--- src/rtl/ppu_pixel_sink.sv ---
// PPU pixel sink: packs 2-bit pixels into 32-bit words and writes them to the framebuffer
// through a small first-word-fall-through buffer. Optional palette mapping: SINK_PALETTE_EN.
module ppu_pixel_sink #(
  parameter int unsigned H_PIXELS   = 160,
  parameter int unsigned V_LINES    = 144,
  parameter int unsigned FIFO_DEPTH = 4,
  parameter int unsigned ADDR_W     = 11
) (
  input  logic              clk,
  input  logic              rstN,
  input  logic [1:0]        px_in,
  input  logic              px_valid,
  input  logic              vblank_start,
  input  logic              clr_err,
  input  logic [7:0]        bgp,
  output logic              fb_wr_en,
  output logic [ADDR_W-1:0] fb_addr,
  output logic [31:0]       fb_wr_data,
  input  logic              fb_wr_ready,
  output logic [7:0]        cur_line,
  output logic              frame_done,
  output logic              overflow,
  output logic              frame_err
);

  localparam int unsigned Words = H_PIXELS * V_LINES / 16;
  localparam int unsigned XW    = $clog2(H_PIXELS);
  localparam int unsigned PW    = $clog2(FIFO_DEPTH);

  typedef enum logic {StFill, StDone} state_e;

  state_e            state_q, state_d;
  logic [XW-1:0]     x_q, x_d;
  logic [7:0]        line_q, line_d;
  logic [3:0]        pix_cnt_q, pix_cnt_d;
  logic [31:0]       pack_q, pack_d, pack_word;
  logic [ADDR_W-1:0] word_addr_q, word_addr_d;
  logic              frame_done_q, frame_done_d;
  logic              overflow_q, overflow_d;
  logic              frame_err_q, frame_err_d;
  logic              err_set, ovf_set, push_req, push_ok, pop, empty, full, in_frame_px;
  logic [1:0]        px_val;

  logic [PW:0]          wr_ptr_q, rd_ptr_q;
  logic [ADDR_W+31:0]   mem_q [FIFO_DEPTH];

`ifdef SINK_PALETTE_EN
  assign px_val = bgp[{px_in, 1'b0} +: 2];
`else
  logic unused_bgp;
  assign unused_bgp = ^bgp;
  assign px_val     = px_in;
`endif

  assign empty = (wr_ptr_q == rd_ptr_q);
  assign full  = (wr_ptr_q[PW] != rd_ptr_q[PW]) && (wr_ptr_q[PW-1:0] == rd_ptr_q[PW-1:0]);
  assign pop   = !empty && fb_wr_ready;
  // A pop in the same cycle frees the slot the push needs.
  assign push_ok = push_req && (!full || pop);

  // x and line are only both zero before the first pixel of a frame.
  assign in_frame_px = (x_q != '0) || (line_q != '0);

  always_comb begin
    state_d      = state_q;
    x_d          = x_q;
    line_d       = line_q;
    pix_cnt_d    = pix_cnt_q;
    pack_d       = pack_q;
    word_addr_d  = word_addr_q;
    frame_done_d = 1'b0;
    err_set      = 1'b0;
    push_req     = 1'b0;
    pack_word    = pack_q;
    pack_word[{pix_cnt_q, 1'b0} +: 2] = px_val;

    if (vblank_start) begin
      x_d         = '0;
      line_d      = '0;
      pix_cnt_d   = '0;
      word_addr_d = '0;
      state_d     = StFill;
      if (state_q == StFill && in_frame_px) err_set = 1'b1;
    end else if (px_valid) begin
      if (state_q == StDone) begin
        err_set = 1'b1;
      end else begin
        pack_d    = pack_word;
        pix_cnt_d = pix_cnt_q + 4'd1;
        if (x_q == XW'(H_PIXELS - 1)) begin
          x_d = '0;
          if (line_q != 8'(V_LINES - 1)) line_d = line_q + 8'd1;
        end else begin
          x_d = x_q + 1'b1;
        end
        if (pix_cnt_q == 4'd15) begin
          push_req    = 1'b1;
          word_addr_d = word_addr_q + 1'b1;
          if (word_addr_q == ADDR_W'(Words - 1)) begin
            frame_done_d = 1'b1;
            state_d      = StDone;
          end
        end
      end
    end

    ovf_set     = push_req && full && !pop;
    overflow_d  = ovf_set | (overflow_q & ~clr_err);
    frame_err_d = err_set | (frame_err_q & ~clr_err);
  end

  always_ff @(posedge clk or negedge rstN) begin
    if (!rstN) begin
      state_q      <= StFill;
      x_q          <= '0;
      line_q       <= '0;
      pix_cnt_q    <= '0;
      pack_q       <= '0;
      word_addr_q  <= '0;
      frame_done_q <= 1'b0;
      overflow_q   <= 1'b0;
      frame_err_q  <= 1'b0;
      wr_ptr_q     <= '0;
      rd_ptr_q     <= '0;
    end else begin
      state_q      <= state_d;
      x_q          <= x_d;
      line_q       <= line_d;
      pix_cnt_q    <= pix_cnt_d;
      pack_q       <= pack_d;
      word_addr_q  <= word_addr_d;
      frame_done_q <= frame_done_d;
      overflow_q   <= overflow_d;
      frame_err_q  <= frame_err_d;
      if (push_ok) wr_ptr_q <= wr_ptr_q + 1'b1;
      if (pop)     rd_ptr_q <= rd_ptr_q + 1'b1;
    end
  end

  always_ff @(posedge clk) begin
    if (push_ok) mem_q[wr_ptr_q[PW-1:0]] <= {word_addr_q, pack_word};
  end

  // Gate the head entry so outputs read zero while the buffer is empty.
  assign fb_wr_en                = !empty;
  assign {fb_addr, fb_wr_data}   = empty ? '0 : mem_q[rd_ptr_q[PW-1:0]];
  assign cur_line                = line_q;
  assign frame_done              = frame_done_q;
  assign overflow                = overflow_q;
  assign frame_err               = frame_err_q;

endmodule
--- config.mk ---
export PLATFORM = sky130hd
export DESIGN_NAME = ppu_pixel_sink
export DESIGN_NICKNAME = d
export VERILOG_FILES = /design/src/rtl/ppu_pixel_sink.sv
export SDC_FILE = /design/constraint.sdc
export NUM_CORES = 1
export LEC_CHECK = 0
export ABC_AREA = 1
export BUFFER_PORTS_ARGS = -buffer_cell sky130_fd_sc_hd__buf_2
export CORE_AREA = 2 2 140 142
export DETAILED_ROUTE_END_ITERATION = 10
export DIE_AREA = 0 0 142 144
export PLACE_DENSITY = 0.78
export SLEW_MARGIN = 15
export SYNTH_ARGS = -nofsm -noshare
export SYNTH_HDL_FRONTEND = slang
export SYNTH_SLANG_ARGS = --single-unit
--- constraint.sdc ---
create_clock -name clk -period 4.32 [get_ports clk]
set_input_delay 0.216 -clock clk [delete_from_list [all_inputs] [get_ports clk]]
set_output_delay 0.216 -clock clk [all_outputs]
set_load 0.01 [all_outputs]
# Word level (Yosys, flattened, before mapping)
# Memories as Yosys holds them, arrays and structs flattened.
# Cells that the tools add are included.
dict set report op_classes {
  n_addsub 7
  n_eq_ne 8
  n_shift 2
  n_mux 36
  bitwise_logic 7
  n_reduce_logical 21
}
# cell n
set ops {}
lappend ops {{$mux 8} 9}
lappend ops {{$mux 11} 4}
lappend ops {{$mux 43} 1}
lappend ops {{$bwmux 32} 1}
lappend ops {{$shift 2x7->32 const A} 1}
lappend ops {{$shiftx 2x7->32} 1}
lappend ops {{$mux 1} 18}
lappend ops {{$add 8x1->8 const B} 2}
lappend ops {{$reduce_bool 8->1} 2}
lappend ops {{$mux 4} 3}
lappend ops {{$add 11x1->11 const B} 1}
lappend ops {{$eq 11x11->1 const B} 1}
lappend ops {{$eq 8x8->1 const B} 1}
lappend ops {{$ne 8x8->1 const B} 1}
lappend ops {{$reduce_bool 2->1} 4}
lappend ops {{$neg 5->7} 1}
lappend ops {{$add 3x1->3 const B} 2}
lappend ops {{$logic_and 1x1->1} 6}
lappend ops {{$reduce_and 3->1} 2}
lappend ops {{$add 4x1->4 const B} 1}
lappend ops {{$eq 4x4->1 const B} 1}
lappend ops {{$reduce_and 4->1} 1}
lappend ops {{$eq 3x3->1} 1}
lappend ops {{$logic_not 1->1} 3}
lappend ops {{8 further kinds} 13}
dict set report word_totals {
  regBits 73
  ramBits 172
  output_inout_bits 55
  n_memories 1
}
# memory depth word_bits rd rd_clocked_by_memory_dff write_ports line_no
set mem_list {}
lappend mem_list {mem_q 4 43 1 0 1 45} ;# logic [ADDR_W+31:0] mem_q [FIFO_DEPTH];

# Logic depth before layout (Yosys ltp)
# Gate-level depths: netlist of the first run.
dict set report logic_depth {
  depth_word 8
  depth_mapped 13
}

# Least setup slack after synthesis of the first run
# No wires, ideal clock.
dict set report synth_path {
  kind {reg-to-reg}
  from {register pix_cnt_q[0]}
  to {memory mem_q[0][0] (netlist bit) (enable)}
  arrival_ps 3039
  required_time_ps 3876
  setup_slack_ps 837
  path_stages_with_launch 6
  path_buffers 0
  synth_period_minus_slack_ps 3483
  path_cell_list {dfrtp_1 -> ha_1 -> nand3_1 -> nor2_2 -> nand2_1 -> nor2_1}
}
dict set report synth_via {
  elab_chain_len 8
}
# element line_no
set synth_rtl {}
lappend synth_rtl {{from (decl)} 35} ;# logic [3:0] pix_cnt_q, pix_cnt_d;
lappend synth_rtl {{from (signal assigned)} 129} ;# pix_cnt_q <= pix_cnt_d;
lappend synth_rtl {{$eq 4x4->1} 96} ;# if (pix_cnt_q == 4'd15) begin
lappend synth_rtl {{$mux 1} 96}
lappend synth_rtl {{$mux 1} 85} ;# if (state_q == StDone) begin
lappend synth_rtl {{$mux 1} 84} ;# end else if (px_valid) begin
lappend synth_rtl {{$mux 1} 77} ;# if (vblank_start) begin
lappend synth_rtl {{$logic_and 1x1->1} 59} ;# assign push_ok = push_req && (!full || pop);
lappend synth_rtl {{$mux 1} 141} ;# if (push_ok) mem_q[wr_ptr_q[PW-1:0]] <= {word_addr_q, pack_word};
lappend synth_rtl {{$mux 1 (implied by the code)} 141}
lappend synth_rtl {{to (decl)} 45}
# Every way passes these cells.

# Final worst setup path of the first run
dict set report layout_path {
  from {register pix_cnt_q[0]}
  to {memory mem_q[2][14] (netlist bit) (enable)}
}
# The elaborated chain is that of the path after synthesis.

==> impl_metrics.tcl, run 1 <==
set metrics [dict create \
    path_class "flop to flop" \
    ys_top_cells_by_count "237 x nand2_1, 179 x nor2_1, 172 x edfxtp_1, 125 x inv_1, 74 x nand3_1" \
    yosys_register_bits 245 \
    hold_ws_ns 0.0216 \
    hold_class "input pin to flop" \
    netlist_instances 1143 \
    crit_chain "ha_1, nand3_1, nor2_2, nand2_1, nor2_4, buf_4" \
    die_area_mm2 0.0204 \
    cts_resized 0 \
    tightestPinTransition_ns 0.959 \
    path_buf_inv 1 \
    finalHoldViolations 0 \
    rows 51 \
    end_kind "flop" \
    grt_use_total_pct 23.8 \
    pre_cts_ws_ns 1.36 \
    cts_tree "done" \
    grt_max_degree 89 \
    finalMaxSlewViolations 0 \
    drive_gt1_share_pct 12.9 \
    core_mm2 0.0191 \
    synth.top_cell.area_share_pct 45.9 \
    die_w_um 142 \
    maxSlewHeadroom_pct 36.1 \
    remaining_drc_errors 0 \
    critPathMaxStageDelay_ns 0.67 \
    period_share_pct 69.1 \
    cp_slowest_cell "nor2_4" \
    synth_area_leaders "edfxtp_1 46%, dfrtp_1 16%, nand2_1 7.9%" \
    grt_pass1_wl_um 38600 \
    syn2layout_area_growth_pct 12.9 \
    hpwl_um 14700 \
    cts_root_buf "clkbuf_16" \
    synth-seq-area-share_pct 62.1 \
    clock_latency_ns 0.51 \
    cp-start-kind "flop" \
    status "completed" \
    synth_top_cell_by_area "edfxtp_1" \
    wl_per_cell_um 16.5 \
    fin_skew_ns 0.00840 \
    synthFlopType "edfxtp_1" \
    min_period_ns 2.98 \
    grt_antenna_before_repair 0 \
    synth_area_mm2 0.0113 \
    cts_buffers 25 \
    worst_ep_arrival_time_ns 3.18 \
    rsz0062_at_grt "no" \
    ir_drop_mv 0.365 \
    maxCapViolCount 0 \
    use_met1_pct 31.5 \
    final_cell_area_mm2 0.0127 \
    io_pins 71 \
    ff_latch_area_mm2 0.00699 \
    p_leak_nw 5.44 \
    setup-violations-final 0 \
    routed-via-count 8177 \
    setup_ws_ns 1.34 \
    avgSynthCellArea_um2 9.85 \
    synth-edff-count 172 \
    top_usage_layer "met2" \
    synth_cell_types 39 \
    grtUsageMet3_pct 3.44 \
    start_util_pct 59.0 \
    synth_nets 1173 \
    n_antenna_cell 0 \
    crit_fanout 20 \
    place_inst 1410 \
    cts_num_sinks 245 \
    grt_pass1_vias 7821 \
    drtIter0Drc 535 \
    cp_data_required_time_ns 4.52 \
    grt_overflow_total 0 \
    tns_ns 0 \
    io_buffers 62 \
    ctsHtreeMaxLevel 1 \
    fin_util_pct 66.6 \
    place_area_mm2 0.0118 \
    detail_route.vias_per_cell 5.62 \
    clkTransAtPathRegs_ns 0.06 \
    use_met2_pct 41.3 \
    firstDrtPassIters 5 \
    synth_warnings 0 \
    cellPowerDensity_mw_per_mm2 565 \
    clockBufferDepth 3 \
    dieHeight_um 144 \
    fmax_mhz 335 \
    finalNonFillerCells 1456 \
    drt-total-wl_um 24100 \
    final_nets 1231 \
    multi_input_area_mm2 0.00358 \
    gp_congestion 0.849 \
    n_fill_cell 1425 \
    async_reset_ff_share_pct 29.8 \
    ant_nets 0 \
    postCtsSetupBuffers 0 \
    synthMostInstantiatedCell "nand2_1" \
    path_delay_family "simple AND/OR/NAND/NOR gates" \
    p_total_mw 7.19 \
]
-- registers in the layout, indices dropped and copies added, names as in the netlist --
signal,count
word_addr_q,11
frame_err,1
frame_done,1
state_q,1
wr_ptr_q,3
mem_q,172
x_q,8
rd_ptr_q,3
overflow,1
pack_q,32
pix_cnt_q,4
cur_line,8
-- layout make-up --
class	count	area share, %
clock buffers	28	5.09
multi-input cells	720	28.2
inverters	132	3.92
repair buffers	77	3.39
well taps	238	2.34
flip-flops and latches	245	55.0
clock inverters	16	2.05
-- logic make-up after synthesis --
kind of cell / count (synthesis) / share of synthesized area, %
flip-flops: 245 / 62.1
adder cells (fa/ha/maj): 14 / 1.56
buffers and inverters: 178 / 6.38
AO/OA/AOI/OAI: 135 / 7.81
AND/OR/NAND/NOR: 558 / 21.2
XOR/XNOR: 13 / 1.01
-- worst paths after layout --
path	slack [ns]	cells after the start	start	end
max in group asynchronous	3.25	2	rstN	rd_ptr_q[1]
min in group asynchronous	0.39	2	rstN	pack_q[8]
max reg2reg	1.34	6	pix_cnt_q[0]	mem_q[2][14]
min reg2reg	0.48	2	overflow	overflow
max	1.34	6	pix_cnt_q[0]	mem_q[2][14]
min	0.02	4	fb_wr_ready	overflow
-- worst min-delay path, delay by kind of cell --
family                 cells  cell delay [ns]
buffers and inverters      1             0.09
and+or+nand+nor            3             0.18
-- report_power, final --
| group | internal, mW | leakage (nW) | switching [mW] | total (mW) |
|---|---|---|---|---|
| clock | 1.49 | 0.447 | 0.889 | 2.38 |
| sequential | 2.66 | 2.53 | 0.0672 | 2.72 |
| combinational | 0.702 | 2.46 | 1.38 | 2.08 |
-- placed cells by master (no fill, tap or decap), drive strengths merged --
| cell type | count |
|---|---|
| nor2 | 193 |
| o32ai | 43 |
| nand4 | 14 |
| nor3b | 1 |
| a21oi | 6 |
| buf | 75 |
| and2 | 21 |
| a31o | 2 |
| edfxtp | 172 |
| inv | 132 |
| dlygate4sd3 | 2 |
| xnor2 | 4 |
| nand3 | 76 |
| xor2 | 9 |
| o211ai | 1 |
| nor3 | 8 |
| bufinv | 7 |
| nor4 | 1 |
| clkbuf | 28 |
| nand2 | 243 |
| a22oi | 1 |
| clkinv | 9 |
| o22ai | 2 |
| nand3b | 1 |
| o21ai | 75 |
| o21a | 5 |
| dfrtp | 73 |
| ha | 14 |
-- metal layers --
layer | vias to the layer above | wire length, um
li1 | 3936 | -
met1 | 3926 | 10100
met2 | 275 | 11900
met3 | 40 | 1650
met4 | 0 | 484
met5 | - | 0
-- repair_timing --
item / CTS / global route
endpoints found under the hold margin: 74 / 0
hold buffers: 2 / 0
setup endpoints to repair: 0 / 0
No activity file was read; power rests on OpenSTA's default activity.
==> run 2, diff against run 1 <==
--- a/config.mk
+++ b/config.mk
@@ -5,12 +5,12 @@
 export SDC_FILE = /design/constraint.sdc
 export NUM_CORES = 1
 export LEC_CHECK = 0
-export ABC_AREA = 1
+export ABC_AREA = 0
 export BUFFER_PORTS_ARGS = -buffer_cell sky130_fd_sc_hd__buf_2
-export CORE_AREA = 2 2 140 142
+export CORE_AREA = 2 2 143 145
 export DETAILED_ROUTE_END_ITERATION = 10
-export DIE_AREA = 0 0 142 144
-export PLACE_DENSITY = 0.78
+export DIE_AREA = 0 0 145 147
+export PLACE_DENSITY = 0.76
 export SLEW_MARGIN = 15
 export SYNTH_ARGS = -nofsm -noshare
 export SYNTH_HDL_FRONTEND = slang
==> constraint.sdc (replaced) <==
create_clock -name clk -period 2.6 [get_ports clk]
set_input_delay 0.13 -clock clk [delete_from_list [all_inputs] [get_ports clk]]
set_output_delay 0.13 -clock clk [all_outputs]
set_load 0.01 [all_outputs]
==> impl_metrics.tcl, run 2 <==
set metrics [dict create \
    status "completed" \
    grt_pass1_vias 6630 \
    setup-violations-final 0 \
    remaining_drc_errors 0 \
    dieHeight_um 147 \
    maxCapViolCount 0 \
    synth_warnings 0 \
    finalMaxSlewViolations 0 \
    rsz0062_at_grt "no" \
    drt-total-wl_um 21300 \
    cts_resized 0 \
    end_kind "output port" \
    yosys_register_bits 245 \
    start_util_pct 54.1 \
    synthFlopType "edfxtp_1" \
    io_pins 71 \
    tightestPinTransition_ns 0.743 \
    largest_reg_flops 172 \
    final_nets 797 \
    switching_share_pct 25.9 \
    clock_latency_ns 0.53 \
    io_buffers 62 \
    place_area_mm2 0.0115 \
    r2r_start "pix_cnt_q[1]" \
    die_area_mm2 0.0213 \
    async_reset_ff_share_pct 29.8 \
    p_int_mw 7.41 \
    path_buf_inv 2 \
    grt_max_degree 46 \
    synth_top_cell_by_area "edfxtp_1" \
    drtIter0Drc 381 \
    cp_data_required_time_ns 2.47 \
    multi_input_area_mm2 0.00356 \
    netlist_instances 681 \
    path_delay_family "buffers and inverters" \
    worst_ep_arrival_time_ns 2.21 \
    maxSlewHeadroom_pct 50.5 \
    ant_nets 0 \
    synth_nets 711 \
    wl_per_cell_um 20.1 \
    cts_buffers 25 \
    combPwrFrac_pct 22.3 \
    fmax_mhz 428 \
    firstDrtPassIters 6 \
    power_frac_seq_pct 42.9 \
    grt_overflow_total 0 \
    ys_top_cells_by_count "172 x edfxtp_1, 73 x dfrtp_1, 64 x mux2_2, 48 x and2_1, 43 x mux4_2" \
    core_mm2 0.0198 \
    final_common_cell "edfxtp_1" \
    final_cell_mix "172 x edfxtp_1, 71 x dfrtp_1, 64 x mux2_2, 62 x buf_2, 45 x and2_1" \
    synth_area_mm2 0.0107 \
    p_leak_nw 4.76 \
    hold_end "pack_q[16]" \
    grt_pass1_wl_um 34700 \
    cp-start-kind "flop" \
    n_fill_cell 1402 \
    ctsHtreeMaxLevel 1 \
    min_period_ns 2.34 \
    switching_power_mw 2.59 \
    r2r_cells 6 \
    grt_antenna_before_repair 0 \
    finalNonFillerCells 1056 \
    synth-edff-count 172 \
    grt_use_total_pct 20.4 \
    place_inst 1004 \
    tns_ns 0 \
    setup_ws_ns 0.262 \
    synth.top_cell.area_share_pct 48.1 \
    avgSynthCellArea_um2 15.8 \
    cp_slowest_cell "buf_4" \
    die_w_um 145 \
    final_cell_area_mm2 0.0124 \
    ir_drop_mv 0.433 \
    cts_num_sinks 245 \
    critPathMaxStageDelay_ns 0.57 \
    clkTransAtPathRegs_ns 0.06 \
    synth_area_leaders "edfxtp_1 48%, dfrtp_1 17%, mux4_2 9.0%" \
    cts_tree "done" \
    drive_gt1_share_pct 31.7 \
    clockBufferDepth 3 \
    cts_root_buf "clkbuf_16" \
    detail_route.vias_per_cell 5.86 \
    min_delay_path_depth 2 \
    crit_fanout 45 \
    n_antenna_cell 0 \
    period_share_pct 89.9 \
    syn2layout_area_growth_pct 15.4 \
    clockPowerShare_pct 34.7 \
    gp_congestion 0.834 \
    reg2reg_setup_slack_ns 0.26 \
    cellPowerDensity_mw_per_mm2 808 \
    fin_skew_ns 0.0202 \
    hold_class "input pin to flop" \
    min_from "px_in[0]" \
    path_class "flop to output port" \
    pre_cts_ws_ns 0.307 \
    synth_cell_types 52 \
    ff_latch_area_mm2 0.00699 \
    finalHoldViolations 0 \
    crit_chain "buf_4, mux4_2, and2_1, buf_2" \
    routed-via-count 6185 \
    rows 52 \
    synth-seq-area-share_pct 65.1 \
    hpwl_um 13500 \
    synthMostInstantiatedCell "edfxtp_1" \
    r2r-end "mem_q[0][10]" \
]
run 2: stage by stage:
stage | hold slack (ns) | utilization, % | power (mW)
3_3_place_gp | 0.222 | 58.1 | 6.58
6_report | 0.153 | 62.4 | 10.0
4_1_cts | 0.130 | 62.4 | 10.1
5_1_grt | 0.166 | 62.4 | 10.4
2_1_floorplan | -0.166 | - | 5.89
3_5_place_dp | 0.233 | 58.1 | 6.63
run 2: power groups by stage:
| stage | Combinational [mW] | Clock (mW) | Sequential [mW] |
|---|---|---|---|
| 6_report | 2.23 | 3.48 | 4.30 |
| 5_1_grt | 2.43 | 3.67 | 4.30 |
| 4_1_cts | 2.26 | 3.54 | 4.29 |
| 3_5_place_dp | 2.25 | 0 | 4.37 |
| 3_3_place_gp | 2.21 | 0 | 4.36 |
| 2_1_floorplan | 1.54 | 0 | 4.35 |
run 2: worst register-to-register path, delay by kind of cell (launching register included):
kind	cells	cell delay [ns]
simple gates	2	0.65
fa+ha+maj	1	0.15
buf+inv	1	0.10
flops	1	0.44
mux	2	0.74
run 2: what timing repair did:
item | in CTS | in global routing
endpoints found under the hold margin | 32 | 0
setup buffers | 0 | 1
hold buffers | 5 | 0
setup endpoints to repair | 0 | 30
run 2: worst max-delay path by stage:
stage	start	to	slack, ns	cells after the start
6_report	rd_ptr_q[1]	fb_wr_data[29]	0.26	4
5_1_grt	pix_cnt_q[1]	mem_q[0][11]	0.16	6
4_1_cts	wr_ptr_q[1]	fb_wr_data[8]	0.09	5
3_5_place_dp	pix_cnt_q[1]	mem_q[2][10]	0.31	6
3_3_place_gp	pix_cnt_q[1]	mem_q[0][15]	0.38	6
2_1_floorplan	pix_cnt_q[0]	mem_q[3][0]	0.0005	5
run 2: metal layers:
layer	GRT usage, %	part of all wire [%]
met1	26.7	42
met2	36.2	51
met3	2.86	5.8
met5	0	0
met4	5.10	1.2
run 2: logic make-up after synthesis:
kind of cell    synth area share, %
compound gates                 2.61
fa+ha+maj                      1.63
flops                          65.1
buf+inv                        1.95
xor+xnor                       1.47
mux                            16.6
simple gates                   10.6
run 2: final cells by class:
class                      count  share of cell area, %
clock inverter                10                  0.838
sequential                   245                   56.5
timing repair buffer          93                   5.19
tap                          270                   2.73
multi-input combinational    388                   28.7
inverter                      14                  0.424
clock buffer                  36                   5.63
